File: config.mk
export PLATFORM = sky130hd
export DESIGN_NAME = mb_serial_crc_rx_flat
export DESIGN_NICKNAME = d
export VERILOG_FILES = /design/src/rtl/mb_serial_pkg.sv /design/src/rtl/mb_serial_crc_rx_if.sv /design/src/rtl/mb_crc_lfsr.sv /design/src/rtl/mb_serial_crc_rx.sv /design/src/flat_wrapper.sv
export SDC_FILE = /design/constraint.sdc
export NUM_CORES = 1
export LEC_CHECK = 0
export BUFFER_PORTS_ARGS = -buffer_cell sky130_fd_sc_hd__buf_2
export CAP_MARGIN = 10
export CORE_MARGIN = 3
export CORE_UTILIZATION = 40
export DETAILED_ROUTE_END_ITERATION = 8
export SLEW_MARGIN = 10
export SYNTH_ARGS = -nofsm -noshare
export SYNTH_HDL_FRONTEND = slang
export SYNTH_SLANG_ARGS = --single-unit
export TNS_END_PERCENT = 30
File: constraint.sdc
create_clock -name CLK -period 4.36 [get_ports CLK]
set_input_delay 0.218 -clock CLK [delete_from_list [all_inputs] [get_ports CLK]]
set_output_delay 0.218 -clock CLK [all_outputs]
set_load 0.05 [all_outputs]
File: src/rtl/mb_serial_pkg.sv
// Shared definitions for the CRC-protected serial link (receiver and transmitter).
package mb_serial_pkg;

   // Receiver frame phase
   typedef enum logic [1:0] {
      IDLE = 2'd0,
      DATA = 2'd1,
      CRCB = 2'd2,
      STOP = 2'd3
   } state_e;

   // Default link geometry: 8-bit payload, CRC-4 with x^4+x+1
   localparam int           DEF_DATA_W   = 8;
   localparam int           DEF_CRC_W    = 4;
   localparam logic [3:0]   DEF_CRC_POLY = 4'h3;

   // Line levels
   localparam logic IDLE_LEVEL  = 1'b1;
   localparam logic START_LEVEL = 1'b0;

endpackage

File: src/rtl/mb_serial_crc_rx_if.sv
// Line-side inputs and payload-side outputs of the serial CRC receiver.
//
// Signalling: SIN is only meaningful on CLK edges where BIT_EN=1 (one line
// bit per strobe, no back-pressure). DVALID, CRC_ERR and FRAME_ERR are
// single-cycle, mutually exclusive pulses with no ready; the consumer must
// take DOUT in the cycle DVALID is high or read the held value later.
// BUSY is high while a frame is in flight, from the start bit to the stop bit.
interface mb_serial_crc_rx_if
   import mb_serial_pkg::*;
#(
   parameter int DATA_W = DEF_DATA_W
) ();

   logic              BIT_EN;
   logic              SIN;
   logic [DATA_W-1:0] DOUT;
   logic              DVALID;
   logic              CRC_ERR;
   logic              FRAME_ERR;
   logic              BUSY;

   // Line/consumer side
   modport master (
      output BIT_EN, SIN,
      input  DOUT, DVALID, CRC_ERR, FRAME_ERR, BUSY
   );

   // Receiver side
   modport slave (
      input  BIT_EN, SIN,
      output DOUT, DVALID, CRC_ERR, FRAME_ERR, BUSY
   );

endinterface

File: src/rtl/mb_crc_lfsr.sv
// Serial CRC step: non-reflected LFSR, one bit per enable, synchronous clear.
module mb_crc_lfsr
   import mb_serial_pkg::*;
#(
   parameter int               CRC_W    = DEF_CRC_W,
   parameter logic [CRC_W-1:0] CRC_POLY = CRC_W'(DEF_CRC_POLY)
) (
   input  logic             CLK,
   input  logic             CLR,
   input  logic             clear,
   input  logic             en,
   input  logic             din,
   output logic [CRC_W-1:0] crc
);

   logic [CRC_W-1:0] crc_q;
   logic [CRC_W-1:0] crc_d;
   logic             fb;

   // Next LFSR value: clear wins over a shift step
   always_comb begin
      crc_d = crc_q;
      fb    = crc_q[CRC_W-1] ^ din;
      if (clear) begin
         crc_d = '0;
      end else if (en) begin
         crc_d = (crc_q << 1) ^ (fb ? CRC_POLY : '0);
      end
   end

   // LFSR register
   always_ff @(posedge CLK or negedge CLR) begin
      if (!CLR) begin
         crc_q <= '0;
      end else begin
         crc_q <= crc_d;
      end
   end

   assign crc = crc_q;

endmodule

File: src/rtl/mb_serial_crc_rx.sv
// Receive end of the CRC-protected serial link: deframes start/data/CRC/stop,
// checks for a zero CRC remainder and reports good payloads or errors.
module mb_serial_crc_rx
   import mb_serial_pkg::*;
#(
   parameter int               DATA_W   = DEF_DATA_W,
   parameter int               CRC_W    = DEF_CRC_W,
   parameter logic [CRC_W-1:0] CRC_POLY = CRC_W'(DEF_CRC_POLY)
) (
   input  logic                CLK,
   input  logic                CLR,
   mb_serial_crc_rx_if.slave   bus,
   output state_e              dbg_state
);

   localparam int MAX_W = (DATA_W > CRC_W) ? DATA_W : CRC_W;
   localparam int CNT_W = (MAX_W > 1) ? $clog2(MAX_W) : 1;
   localparam logic [CNT_W-1:0] DATA_LAST = CNT_W'(DATA_W - 1);
   localparam logic [CNT_W-1:0] CRC_LAST  = CNT_W'(CRC_W - 1);

   state_e             state_q, state_d;
   logic [CNT_W-1:0]   cnt_q, cnt_d;
   logic [DATA_W-1:0]  shift_q, shift_d;
   logic [DATA_W-1:0]  dout_q, dout_d;
   logic               dvalid_q, dvalid_d;
   logic               crc_err_q, crc_err_d;
   logic               frame_err_q, frame_err_d;

   logic               lfsr_clear;
   logic               lfsr_en;
   logic [CRC_W-1:0]   crc;

   mb_crc_lfsr #(
      .CRC_W    (CRC_W),
      .CRC_POLY (CRC_POLY)
   ) u_lfsr (
      .CLK   (CLK),
      .CLR   (CLR),
      .clear (lfsr_clear),
      .en    (lfsr_en),
      .din   (bus.SIN),
      .crc   (crc)
   );

   // Frame FSM, bit counter, payload shift and result pulses; all advance only on BIT_EN
   always_comb begin
      state_d     = state_q;
      cnt_d       = cnt_q;
      shift_d     = shift_q;
      dout_d      = dout_q;
      dvalid_d    = 1'b0;
      crc_err_d   = 1'b0;
      frame_err_d = 1'b0;
      lfsr_clear  = 1'b0;
      lfsr_en     = 1'b0;
      if (bus.BIT_EN) begin
         case (state_q)
            IDLE: begin
               if (bus.SIN == START_LEVEL) begin
                  state_d    = DATA;
                  cnt_d      = '0;
                  lfsr_clear = 1'b1;
               end
            end
            DATA: begin
               shift_d = {shift_q[DATA_W-2:0], bus.SIN};
               lfsr_en = 1'b1;
               if (cnt_q == DATA_LAST) begin
                  cnt_d   = '0;
                  state_d = CRCB;
               end else begin
                  cnt_d = cnt_q + 1'b1;
               end
            end
            CRCB: begin
               lfsr_en = 1'b1;
               if (cnt_q == CRC_LAST) begin
                  cnt_d   = '0;
                  state_d = STOP;
               end else begin
                  cnt_d = cnt_q + 1'b1;
               end
            end
            STOP: begin
               // A low stop bit is a framing error, never a new start bit
               state_d = IDLE;
               cnt_d   = '0;
               if (bus.SIN == IDLE_LEVEL) begin
                  if (crc == '0) begin
                     dout_d   = shift_q;
                     dvalid_d = 1'b1;
                  end else begin
                     crc_err_d = 1'b1;
                  end
               end else begin
                  frame_err_d = 1'b1;
               end
            end
            default: begin
               state_d = IDLE;
               cnt_d   = '0;
            end
         endcase
      end
   end

   // State and output registers
   always_ff @(posedge CLK or negedge CLR) begin
      if (!CLR) begin
         state_q     <= IDLE;
         cnt_q       <= '0;
         shift_q     <= '0;
         dout_q      <= '0;
         dvalid_q    <= 1'b0;
         crc_err_q   <= 1'b0;
         frame_err_q <= 1'b0;
      end else begin
         state_q     <= state_d;
         cnt_q       <= cnt_d;
         shift_q     <= shift_d;
         dout_q      <= dout_d;
         dvalid_q    <= dvalid_d;
         crc_err_q   <= crc_err_d;
         frame_err_q <= frame_err_d;
      end
   end

   assign bus.DOUT      = dout_q;
   assign bus.DVALID    = dvalid_q;
   assign bus.CRC_ERR   = crc_err_q;
   assign bus.FRAME_ERR = frame_err_q;
   // BUSY also covers the cycle in which the start bit is on the line and strobed
   assign bus.BUSY      = CLR && ((state_q != IDLE) ||
                                  (bus.BIT_EN && (bus.SIN == START_LEVEL)));
   assign dbg_state     = state_q;

endmodule

File: src/flat_wrapper.sv
// flat-port wrapper written by rule: the top's interface ports become plain ports
module mb_serial_crc_rx_flat import mb_serial_pkg::*;
#(
   parameter int               DATA_W   = DEF_DATA_W,
   parameter int               CRC_W    = DEF_CRC_W,
   parameter logic [CRC_W-1:0] CRC_POLY = CRC_W'(DEF_CRC_POLY)
)
  (CLK, CLR, dbg_state, bus_BIT_EN, bus_SIN, bus_DOUT, bus_DVALID, bus_CRC_ERR, bus_FRAME_ERR, bus_BUSY);
  mb_serial_crc_rx_if #(.DATA_W(DATA_W)) bus_i ();
  input  logic CLK;
  input  logic CLR;
  output state_e dbg_state;
  input wire logic [$bits(bus_i.BIT_EN)-1:0] bus_BIT_EN;
  input wire logic [$bits(bus_i.SIN)-1:0] bus_SIN;
  output wire logic [$bits(bus_i.DOUT)-1:0] bus_DOUT;
  output wire logic [$bits(bus_i.DVALID)-1:0] bus_DVALID;
  output wire logic [$bits(bus_i.CRC_ERR)-1:0] bus_CRC_ERR;
  output wire logic [$bits(bus_i.FRAME_ERR)-1:0] bus_FRAME_ERR;
  output wire logic [$bits(bus_i.BUSY)-1:0] bus_BUSY;
  assign bus_i.BIT_EN = bus_BIT_EN;
  assign bus_i.SIN = bus_SIN;
  assign bus_DOUT = bus_i.DOUT;
  assign bus_DVALID = bus_i.DVALID;
  assign bus_CRC_ERR = bus_i.CRC_ERR;
  assign bus_FRAME_ERR = bus_i.FRAME_ERR;
  assign bus_BUSY = bus_i.BUSY;
  mb_serial_crc_rx #(.DATA_W(DATA_W), .CRC_W(CRC_W), .CRC_POLY(CRC_POLY)) u_core (.CLK(CLK), .CLR(CLR), .bus(bus_i), .dbg_state(dbg_state));
endmodule
* Word level (Yosys, flattened, before mapping) *
Index checks and enable logic that the tools add are counted.

cells by class
  add/sub/neg operators = 1
  eq/ne operators = 8
  mux-type cells = 26
  bitwise logic cells = 3
  reduce and logical (&&, ||, !) cells = 12

operators with widths
  operator                                                         number
  1-bit 2-to-1 mux                                                 15
  3-bit case mux with 4 select lines                               1
  3-bit 2-to-1 mux                                                 3
  2-bit 2-to-1 mux                                                 4
  4-bit 2-to-1 mux                                                 2
  2-bit case mux with 4 select lines                               1
  4-bit AND reduction                                              2
  2-bit == test, second input constant                             2
  4-bit zero test                                                  1
  2-bit by 1-bit != test with 1-bit output, second input constant  2
  2-bit AND reduction                                              2
  2-bit nonzero test                                               2
  4-bit by 2-bit bitwise XOR with 4-bit output                     1
  3-bit by 1-bit adder with 3-bit output, second input constant    1
  3-bit by 2-bit == test with 1-bit output, second input constant  1
  3-bit == test, second input constant                             1
  2-bit by 1-bit == test with 1-bit output, second input constant  1
  1-bit logical AND                                                2
  2-bit zero test                                                  1
  2-bit != test, second input constant                             1
  2-bit OR reduction                                               1
  1-bit logical OR                                                 1
  1-bit NOT                                                        1
  1-bit bitwise XOR                                                1

storage, ports and cells
  register bits = 28
  logic and storage cells = 58

* Depth between registers and ports, before layout *
Gate-level depths: netlist of run 1.

  depth in word-level cells = 6
  mapped depth = 6

* Modules after synthesis *
Synthesis of run 1 repeated with hierarchy kept, for this count alone.

second synthesis, totals
  cells, all modules = 103
  area, all modules = 1292.5 sq um

modules (own cells, without submodules)
  module            times used  cells an instance  area an instance (sq um)
  mb_serial_crc_rx  1           86                 1103.6
  mb_crc_lfsr       1           17                 188.9

* Worst setup path after synthesis of run 1 *
OpenSTA, ideal clock, no wires.

  path kind = register to output
  from = reg u_core.state_q[0], in the netlist u_core.dbg_state[0]
  to = out bus_BUSY
  data arrival time = 2213 ps
  data required time = 4142 ps
  slack = 1929 ps
  cell stages (with the launch flop) = 4
  path buffers = 0
  path through = dfrtp_1 inv_1 ha_1 a21boi_0

between the ends
  longest elaborated chain between the ends = 3

RTL lines
  element                 line                     source
  from (decl)             mb_serial_crc_rx.sv:21   state_e state_q, state_d;
  from (signal assigned)  mb_serial_crc_rx.sv:118  state_q <= state_d;
  2-bit nonzero test      mb_serial_crc_rx.sv:133  assign bus.BUSY = CLR && ((state_q != IDLE) ||
  1-bit logical OR        mb_serial_crc_rx.sv:133
  1-bit logical AND       mb_serial_crc_rx.sv:133
  to (decl)               flat_wrapper.sv:19       output wire logic [$bits(bus_i.BUSY)-1:0] bus_BUSY;

Every way passes these cells.

* Final worst setup path of run 1 *
  from = in CLR
  to = out bus_BUSY

between the ends
  longest elaborated chain between the ends = 1

RTL lines
  element            line                     source
  from (decl)        flat_wrapper.sv:11       input logic CLR;
  1-bit logical AND  mb_serial_crc_rx.sv:133

Every way passes these cells.

==> impl_results.md, run 1 <==
- Outcome: completed
- Worst-margin pin slew: a little over 600 ps
- Req. time, crit path: just over 4000 ps
- Worst path arrival time: between 1500 and 2000 ps
- Count of H-tree levels built during CTS: 1
- Worst VDD drop: 0.3485 mV
- Ranking of synthesized cells by instance count: 28 x dfrtp_1, 16 x mux2_2, 9 x ha_1
- Global placer's final weighted congestion: between 0.8 and 0.9
- Library cell used as clock root buffer: clkbuf_4
- Largest buffer count on any clock path: 2
- DRC Markers: 0
- Proportion of synthesized chip area in sequential cells: 0.5437
- IO buf count: 17
- Clk_skew: ~10 ps
- Drt total wl: approximately 2100 µm
- Critical setup path kind: input pin to primary output
- Synth Register Bits: 28
- Post-synth design cell area: about 1300 µm²
- Clock buffer count from CTS: 3
- Number of distinct library cells after synthesis: 22
- Sinks on Clock Net: 28
- Worst Path Max Fanout: 29
- Number of violations reported at the end of detailed-routing iteration 0: 24
- Leading cell types by total area after synthesis: dfrtp_1 54%, mux2_2 14%, ha_1 8.7%
- Final Hold Vio Count: 0
- Number of fill cells: about 270
- Clk slew on worst S/H paths: 160 ps
- Worst setup EP type: primary output
- Final design instance area without fill: 1458 µm²
- Share of flip-flops with an asynchronous set or reset after synthesis: 1.000
- Register cell area after layout: 700.7 µm²
- Via count: 763
- Starting density of the core: 0.4443
- Top FF cell, synth: dfrtp_1
- Leakage power: ~0.75 nW
- Number of antenna violations at the first check in global routing: 0
- Number of flops mapped to enable cells by yosys: 0
- Multi-input logic area: about 550 µm²
- Post-placement worst setup slack: ~2600 ps
- Final period demand of the worst path: around 2000 ps
- Total number of yosys warnings: 0
- Total design power: approximately 1.1 mW
- Worst slew margin relative to its limit: 0.5940
- Setup Total Neg Slack: 0 ps
- Share of the clock period used by the worst path after layout: 0.4586
- Vias per std cell: roughly 4.7
- Post-synthesis average cell area: between 10 and 15 µm²
- Type of the tightest min-delay check: input pin to flop
- Number of instances in the placed design: about 160
- Total placed instance area: 1411 µm²
- Non-filler instance count after layout: approximately 160
- Chip Height: around 63 µm
- Largest area contributor in the synthesized netlist: dfrtp_1
- Overall routing resource usage: 0.1163
- Top-level port count: 18
- Overflow left after global routing: 0
- Share of the synthesized area in the top cell type: 0.5437
- Largest net degree at the start of global routing: 30
- Worst-case setup margin in the final layout: approximately 2400 ps
- Wire length of the first global-routing pass: between 3000 and 4000 µm
- Core region area: between 2000 and 3000 µm²
- Detailed Place HPWL: 1568 µm
- Setup repair after global routing missed its margin: no
- Clk_lat worst skew: between 300 and 400 ps
- Startpoint type of the worst setup path: input pin
- Final layout net count: 133
- Number of nets in the synthesized netlist: around 110
- Full die area: 3939 µm²
- Via count of the first global-routing pass: 762
- Power Dens Cells: roughly 740 nW/µm²
- Chip Width: ~63 µm
- Top achievable clock speed: roughly 500 MHz
- Share of final-layout standard cells stronger than drive strength 1: 0.3613
- Final setup violation count: 0
- Wire length per cell after detailed routing: 13.03 µm
- Synthesized instance count: 99
- Layout Area Growth over Synthesis: 13.11%
- Final Max Tran Viols: 0
- Number of nets still failing antenna checks after routing: 0
- Most repeated cell in the gate-level netlist after synthesis: dfrtp_1
- CTS tree: built
- Site Rows: 19
- Diodes inserted: 0
- Number of search-and-repair iterations in the first detailed-routing pass: 2
- Number of maximum-capacitance violations: 0
[sequential cells by signal, indices dropped and copies added (netlist names)]
| signal | count |
|---|---|
| u_core.shift_q | 8 |
| u_core.cnt_q | 3 |
| u_core.bus.CRC_ERR | 1 |
| u_core.bus.DOUT | 8 |
| u_core.dbg_state | 2 |
| u_core.bus.FRAME_ERR | 1 |
| u_core.bus.DVALID | 1 |
| u_core.u_lfsr.crc | 4 |
[per-layer routing]
metal | part of all wire | global-route usage | vias to the layer above | routed length, µm
met4 | 0 | 0.01653 | 0 | 0
met1 | 0.47 | 0.1569 | 371 | 993
met2 | 0.50 | 0.1891 | 11 | 1042
li1 | - | - | 381 | -
met5 | 0 | 0 | - | 0
met3 | 0.030 | 0.03417 | 0 | 62
[layout make-up]
| cell class | count | share of cell area |
|---|---|---|
| clock buffer | 4 | 0.02489 |
| inverter | 7 | 0.01803 |
| multi-input combinational | 62 | 0.3751 |
| sequential | 28 | 0.4807 |
| tap | 42 | 0.03605 |
| timing repair buffer | 18 | 0.06524 |
[per-stage QoR]
step,util,hold WS (ps)
floorplan,-,-77.59
global placement,0.4866,273.1
detailed placement,0.4866,271.6
CTS,0.5026,187.4
global route,0.5026,184.3
finish,0.5026,189.9
[layout by cell type (no fill, tap or decap), drive strengths merged]
cell         instances
dfrtp               28
buf                 17
mux2                17
ha                   9
inv                  7
nand2                6
o21ai                5
nor2                 4
a22o                 4
clkbuf               4
nor2b                3
nand2b               2
a21boi               2
xor2                 2
nor4                 2
nand3                1
nand4                1
a21bo                1
or3                  1
a21oi                1
a31o                 1
dlygate4sd3          1
[worst paths after layout]
kind	from	cells after the start	endpoint	slack (ps)
worst max-delay path	CLR	4	bus_BUSY	2360
min in group asynchronous	CLR	2	u_core.u_lfsr.crc[3]$_DFFE_PN0P_	410
max in group asynchronous	CLR	2	u_core.shift_q[4]$_DFFE_PN0P_	3550
worst min-delay path	bus_BIT_EN	3	u_core.bus.CRC_ERR$_DFF_PN0_	190
worst max register to register	u_core.dbg_state[0]$_DFFE_PN0P_	5	u_core.dbg_state[1]$_DFFE_PN0P_	2600
worst min register to register	u_core.cnt_q[1]$_DFFE_PN0P_	2	u_core.cnt_q[1]$_DFFE_PN0P_	510
[power by group]
| part | switching (mW) | leakage (nW) | total, mW | internal [mW] |
|---|---|---|---|---|
| clock network | 0.0769 | 0.0210 | 0.128 | 0.0511 |
| registers | 0.0707 | 0.362 | 0.434 | 0.363 |
| logic | 0.324 | 0.367 | 0.516 | 0.193 |
| total | 0.471 | 0.750 | 1.08 | 0.607 |
[cells by family (layout without fill, tap and decap cells)]
| logic type | count (synthesis) | after routing | share of synthesized area |
|---|---|---|---|
| compound gates | 14 | 14 | 0.08155 |
| xor+xnor | 2 | 2 | 0.01359 |
| fa+ha+maj | 9 | 9 | 0.08738 |
| buf+inv | 9 | 29 | 0.03204 |
| flops | 28 | 28 | 0.5437 |
| mux | 17 | 17 | 0.1515 |
| simple gates | 20 | 20 | 0.09028 |
[worst max-delay path, stage by stage]
cell	delay [ps]
dlygate4sd3_1	520
buf_2	500
a21boi_0	250
buf_2	290
[timing repair]
action	CTS	global route
setup endpoints to repair	0	0
buffers inserted	0	0
hold endpoints to repair	28	0
gates resized for setup	0	0
hold buffers	1	0
(Power assumes the default switching activity.)
==> run 2, diff against run 1 <==
- clock period: 4.36 -> 2 ns (I/O delays scaled with it)
==> impl_results.md, run 2 (synthesis results as in run 1) <==
- Worst-case hold slack: 70.29 ps (-119.6 ps)
- Portion of total power attributed to sequential cells: 0.405 (+0.002)
- Launch instance of the worst register-to-register path: u_core.dbg_state[1]$_DFFE_PN0P_
- CP peak stage delay: 450 ps (-70 ps)
- Worst-case setup margin in the final layout: 252.0 ps (-2108 ps)
- Most common cell after layout, fill and taps aside: dfrtp_1
- IO buf count: 17 (unchanged)
- Post-placement worst setup slack: 259.4 ps (-2358 ps)
- Via count: 768 (+0.66%)
- Sinks on Clock Net: 28 (unchanged)
- Final period demand of the worst path: roughly 1700 ps
- Top achievable clock speed: about 570 MHz
- Chip Width: 62.76 µm (unchanged)
- Top-level port count: 18 (unchanged)
- Number of nets still failing antenna checks after routing: 0 (unchanged)
- Top cell family by delay on the critical path: flip-flops
- Number of antenna violations at the first check in global routing: 0 (unchanged)
- Wire length per cell after detailed routing: 12.72 µm (-2.4%)
- Relative contribution of the clock network to total power: 0.116 (-0.003)
- Detailed Place HPWL: 1527 µm (-2.6%)
- Setup repair after global routing missed its margin: no
- Number of violations reported at the end of detailed-routing iteration 0: 19 (-21%)
- Final setup violation count: 0 (unchanged)
- Worst Path Max Fanout: 5 (-83%)
- Starting density of the core: 0.4443 (unchanged)
- Full die area: 3939 µm² (unchanged)
- Logic gate share of total power: 0.479 (about the same)
- Critical setup path kind: flop to flop
- Clk_skew: 1.314 ps (-9.152 ps)
- Int Power: 1.323 mW (+120%)
- Total design power: 2.339 mW (+120%)
- Worst VDD drop: 0.7381 mV (+110%)
- Most frequent cells in the layout: 28 x dfrtp_1, 17 x buf_2, 16 x mux2_2
- Non-filler instance count after layout: 162 (+0.62%)
- Vias per std cell: 4.741 (about the same)
- Clk_lat worst skew: 320 ps (about the same)
- Count of H-tree levels built during CTS: 1 (unchanged)
- Number of instances in the placed design: 157 (+0.64%)
- Outcome: completed
- Chip Height: 62.76 µm (unchanged)
- Switching power: 1.016 mW (+120%)
- Highest-delay cell along the critical path: dfrtp_1
- Power Dens Cells: 1597 nW/µm² (+120%)
- Global placer's final weighted congestion: 0.8386 (+3.2%)
- Number of search-and-repair iterations in the first detailed-routing pass: 4 (+2)
- Overall routing resource usage: 0.1151 (-0.001147)
- Leakage power: 0.7549 nW (+0.71%)
- Type of the tightest min-delay check: input pin to flop
- Final Hold Vio Count: 0 (unchanged)
- CP Launch Point: u_core.dbg_state[1]$_DFFE_PN0P_
- Final layout net count: 134 (+0.75%)
- Drt total wl: 2061 µm (-1.8%)
- Series of cell instances along the critical path: inv_1, ha_1, a21bo_4, or3_4, mux2_4
- Worst slew margin relative to its limit: 0.6756 (+0.08165)
- Diodes inserted: 0 (unchanged)
- Worst-margin pin slew: 482.3 ps (-126.8 ps)
- Share of the clock period used by the worst path after layout: 0.8740
- Share of final-layout standard cells stronger than drive strength 1: 0.3667 (+0.005322)
- Core region area: 2900 µm² (unchanged)
- CTS tree: built
- Clock buffer count from CTS: 3 (unchanged)
- Worst setup EP type: flop
- Overflow left after global routing: 0 (unchanged)
- R2R Setup Slk: 250 ps (-2350 ps)
- Launch point of the worst hold path: bus_BIT_EN
- Largest buffer count on any clock path: 2 (unchanged)
- Switching power share of the total: 0.4344 (-0.002640)
- Site Rows: 19 (unchanged)
- Layout Area Growth over Synthesis: 13.69%
- Wire length of the first global-routing pass: 3677 µm (-0.76%)
- Buffers & Inverters on Critical Path: 1 (-2)
- Library cell used as clock root buffer: clkbuf_4
- Clk slew on worst S/H paths: 140 ps (-20 ps)
- Final Max Tran Viols: 0 (unchanged)
- Req. time, crit path: 2220 ps (-1920 ps)
- Number of maximum-capacitance violations: 0 (unchanged)
- Number of fill cells: 276 (+1.1%)
- DRC Markers: 0 (unchanged)
- Startpoint type of the worst setup path: flop
- Largest net degree at the start of global routing: 29 (-3.3%)
- Worst path arrival time: 1970 ps (+190 ps)
- Buffers inserted during post-CTS setup optimization: 0 (unchanged)
- Via count of the first global-routing pass: 761 (-0.13%)
run 2: per-stage QoR:
step	TNS, ps	util	instance area [µm²]
2_1_floorplan	-42.74	-	1289
3_3_place_gp	0	0.4892	1419
3_5_place_dp	0	0.4892	1419
4_1_cts	0	0.5052	1465
5_1_grt	0	0.5052	1465
6_report	0	0.5052	1465
run 2: power groups by stage:
| stage | sequential (mW) | combinational, mW | clock, mW |
|---|---|---|---|
| finish | 0.947 | 1.12 | 0.272 |
| global route | 0.985 | 1.21 | 0.303 |
| CTS | 0.950 | 1.13 | 0.284 |
| detailed placement | 0.961 | 1.13 | 0 |
| global placement | 0.950 | 1.11 | 0 |
| floorplan | 1.27 | 0.566 | 0 |
run 2: what timing repair did:
action | CTS | global route
hold buffers | 1 | 0
gates resized for setup | 0 | 0
hold endpoints to repair | 28 | 0
run 2: worst paths after layout:
| check | endpoint | cells past startpoint |
|---|---|---|
| min in group asynchronous | u_core.dbg_state[0]$_DFFE_PN0P_ | 3 |
| setup / recovery | u_core.dbg_state[1]$_DFFE_PN0P_ | 5 |
| hold reg to reg | u_core.bus.DOUT[7]$_DFFE_PN0P_ | 1 |
| hold / removal | u_core.bus.CRC_ERR$_DFF_PN0_ | 3 |
| setup reg to reg | u_core.dbg_state[1]$_DFFE_PN0P_ | 5 |
| max in group asynchronous | u_core.shift_q[7]$_DFFE_PN0P_ | 3 |
run 2: area by class of cell:
type	instances	area [µm²]	share of cell area
multi-input combinational	62	546.8	0.3732
sequential	28	700.7	0.4782
tap	42	52.55	0.03587
timing repair buffer	19	102.6	0.07003
clock buffer	4	36.28	0.02477
inverter	7	26.28	0.01793
run 2: worst register-to-register path, stage by stage, from the launching register on:
cell and delay [ps]:
dfrtp_1 450, inv_1 100, ha_1 230, a21bo_4 230, or3_4 340, mux2_4 310
run 2: routing by layer:
| metal | track usage | up-vias | routed length, µm |
|---|---|---|---|
| li1 | - | 378 | - |
| met1 | 0.1592 | 375 | 1041 |
| met2 | 0.1798 | 13 | 940 |
| met3 | 0.03777 | 2 | 65 |
| met4 | 0.01653 | 0 | 13 |
| met5 | 0 | - | 0 |
==> run 3, diff against run 2 <==
- CORE_UTILIZATION: 40 -> 50
- PLACE_DENSITY: unset -> 0.71
==> impl_results.md, run 3 (synthesis results as in run 1) <==
- Worst Path Max Fanout: 4 (-1)
- Number of instances in the placed design: 143 (-8.9%)
- Series of cell instances along the critical path: inv_1, ha_1, a21bo_4, or3_4, mux2_4
- Count of H-tree levels built during CTS: 1 (unchanged)
- Number of fill cells: 182 (-34%)
- Starting density of the core: 0.5559 (+0.1115)
- CP peak stage delay: 430 ps (-20 ps)
- Diodes inserted: 0 (unchanged)
- Worst Setup EP: u_core.dbg_state[1]$_DFFE_PN0P_
- Drt total wl: 2026 µm (-1.7%)
- Final Max Tran Viols: 0 (unchanged)
- R2R Setup Slk: 220 ps (-30 ps)
- Overall routing resource usage: 0.1500 (+0.03494)
- Vias per std cell: 5.236 (+10%)
- IO buf count: 17 (unchanged)
- Top cell family by delay on the critical path: flip-flops
- Post-Route Utilization: 0.6244 (+0.1192)
- Share of final-layout standard cells stronger than drive strength 1: 0.3667 (unchanged)
- Type of the tightest min-delay check: input pin to flop
- Final setup violation count: 0 (unchanged)
- Full die area: 3223 µm² (-18%)
- Non-filler instance count after layout: 148 (-8.6%)
- Final Hold Vio Count: 0 (unchanged)
- Number of antenna violations at the first check in global routing: 0 (unchanged)
- CP Launch Point: u_core.dbg_state[0]$_DFFE_PN0P_
- Number of maximum-capacitance violations: 0 (unchanged)
- Wire length of the first global-routing pass: 3657 µm (-0.54%)
- Clk slew on worst S/H paths: 140 ps (about the same)
- Worst setup EP type: flop
- Global placer's final weighted congestion: 0.8250 (-1.6%)
- Number of nets still failing antenna checks after routing: 0 (unchanged)
- Number of violations reported at the end of detailed-routing iteration 0: 22 (+3)
- Detailed Place HPWL: 1515 µm (-0.80%)
- Worst VDD drop: 0.9505 mV (+29%)
- Total placed instance area: 1401 µm² (-1.2%)
- Worst slew margin relative to its limit: 0.6854 (+0.009779)
- Via count: 775 (+0.91%)
- Instance count on the critical path: 5 (unchanged)
- Multi-input logic area: 546.8 µm² (unchanged)
- Quantity of hold-fixing buffers added after cts: 1 (unchanged)
- Critical setup path kind: flop to flop
- Most frequent cells in the layout: 28 x dfrtp_1, 17 x buf_2, 16 x mux2_2
- DRC Markers: 0 (unchanged)
- Worst path arrival time: 2010 ps (+40 ps)
- Most common cell after layout, fill and taps aside: dfrtp_1
- Site Rows: 17 (-2)
- Outcome: completed
- Register cell area after layout: 700.7 µm² (unchanged)
- Largest buffer count on any clock path: 2 (unchanged)
- Buffers inserted during post-CTS setup optimization: 0 (unchanged)
- CTS tree: built
- Top-level port count: 18 (unchanged)
- Chip Height: 56.77 µm (-9.5%)
- Worst-case reg-to-reg path depth: 5 (unchanged)
- Layout Area Growth over Synthesis: 12.33%
- Core region area: 2318 µm² (-20%)
- Chip Width: 56.77 µm (-9.5%)
- Startpoint type of the worst setup path: flop
- Setup repair after global routing missed its margin: no
- Final period demand of the worst path: 1777 ps (+29.18 ps)
- Wire length per cell after detailed routing: 13.69 µm (+7.6%)
- Final design instance area without fill: 1448 µm² (-1.2%)
- Req. time, crit path: 2230 ps (about the same)
- Clk_lat worst skew: 330 ps (about the same)
- Number of search-and-repair iterations in the first detailed-routing pass: 4 (unchanged)
- Via count of the first global-routing pass: 807 (+6.0%)
- Resize count post-CTS: 0 (unchanged)
- Share of the clock period used by the worst path after layout: 0.8886 (+0.01459)
- Worst-margin pin slew: 467.7 ps (-14.54 ps)
- Sinks on Clock Net: 28 (unchanged)
- Final layout net count: 134 (unchanged)
- Power Dens Cells: 1620 nW/µm² (+1.5%)
- Capture point of the worst reg-to-reg path: u_core.dbg_state[1]$_DFFE_PN0P_
- Leakage power: 0.7549 nW (unchanged)
- Clk_skew: 1.660 ps (+0.3469 ps)
- Launch instance of the worst register-to-register path: u_core.dbg_state[0]$_DFFE_PN0P_
- Top achievable clock speed: 562.7 MHz (-1.6%)
- Clock buffer count from CTS: 3 (unchanged)
- Library cell used as clock root buffer: clkbuf_4
- Buffers & Inverters on Critical Path: 1 (unchanged)
- Highest-delay cell along the critical path: dfrtp_1
- Largest net degree at the start of global routing: 29 (unchanged)
- Overflow left after global routing: 0 (unchanged)
==> run 3: cell counts in the layout (fill, tap and decap cells not counted) <==
Identical to the previous run, type by type.
==> run 3: through the flow <==
step / TNS (ps) / power, mW / worst slack (ps) / hold slack, ps
3_3_place_gp: 0 / 2.055 / 323.6 / 156.2
3_5_place_dp: 0 / 2.095 / 254.2 / 149.0
6_report: 0 / 2.346 / 222.8 / 64.95
2_1_floorplan: -42.74 / 1.835 / -42.74 / -195.6
5_1_grt: 0 / 2.518 / 135.6 / 85.00
4_1_cts: 0 / 2.369 / 236.3 / 55.58
==> run 3: worst min path at each step <==
stage | startpoint | endpoint | slack, ps | cells after the start
3_3_place_gp | CLR | u_core.bus.DOUT[6]$_DFFE_PN0P_ | 160 | 2
2_1_floorplan | CLR | u_core.bus.CRC_ERR$_DFF_PN0_ | -200 | 0
6_report | bus_BIT_EN | u_core.bus.CRC_ERR$_DFF_PN0_ | 60 | 3
5_1_grt | bus_BIT_EN | u_core.bus.CRC_ERR$_DFF_PN0_ | 80 | 3
4_1_cts | bus_BIT_EN | u_core.bus.CRC_ERR$_DFF_PN0_ | 60 | 3
3_5_place_dp | CLR | u_core.bus.DOUT[5]$_DFFE_PN0P_ | 150 | 2
==> run 3: cell type report <==
type / instances / area share
timing repair buffer: 19 / 0.07087
tap: 28 / 0.02420
clock buffer: 4 / 0.02506
sequential: 28 / 0.4840
inverter: 7 / 0.01815
multi-input combinational: 62 / 0.3777
==> run 3: power breakdown <==
part | leakage [nW] | switching (mW) | total [mW] | internal, mW
Clock | 0.0210 | 0.163 | 0.275 | 0.112
Sequential | 0.362 | 0.152 | 0.944 | 0.792
Combinational | 0.372 | 0.706 | 1.13 | 0.421
Total | 0.755 | 1.02 | 2.35 | 1.32
==> run 3: per-layer routing <==
metal  up-vias  GRT usage  part of all wire
met1       375     0.1965              0.47
li1        382          -                 -
met3         5    0.03218             0.040
met5         -          0                 0
met4         0    0.09934             0.032
met2        13     0.2211              0.46
==> run 3: worst min-delay path: stages <==
cell and delay, ps:
buf_2 140, nand3_1 90, nor2_1 40
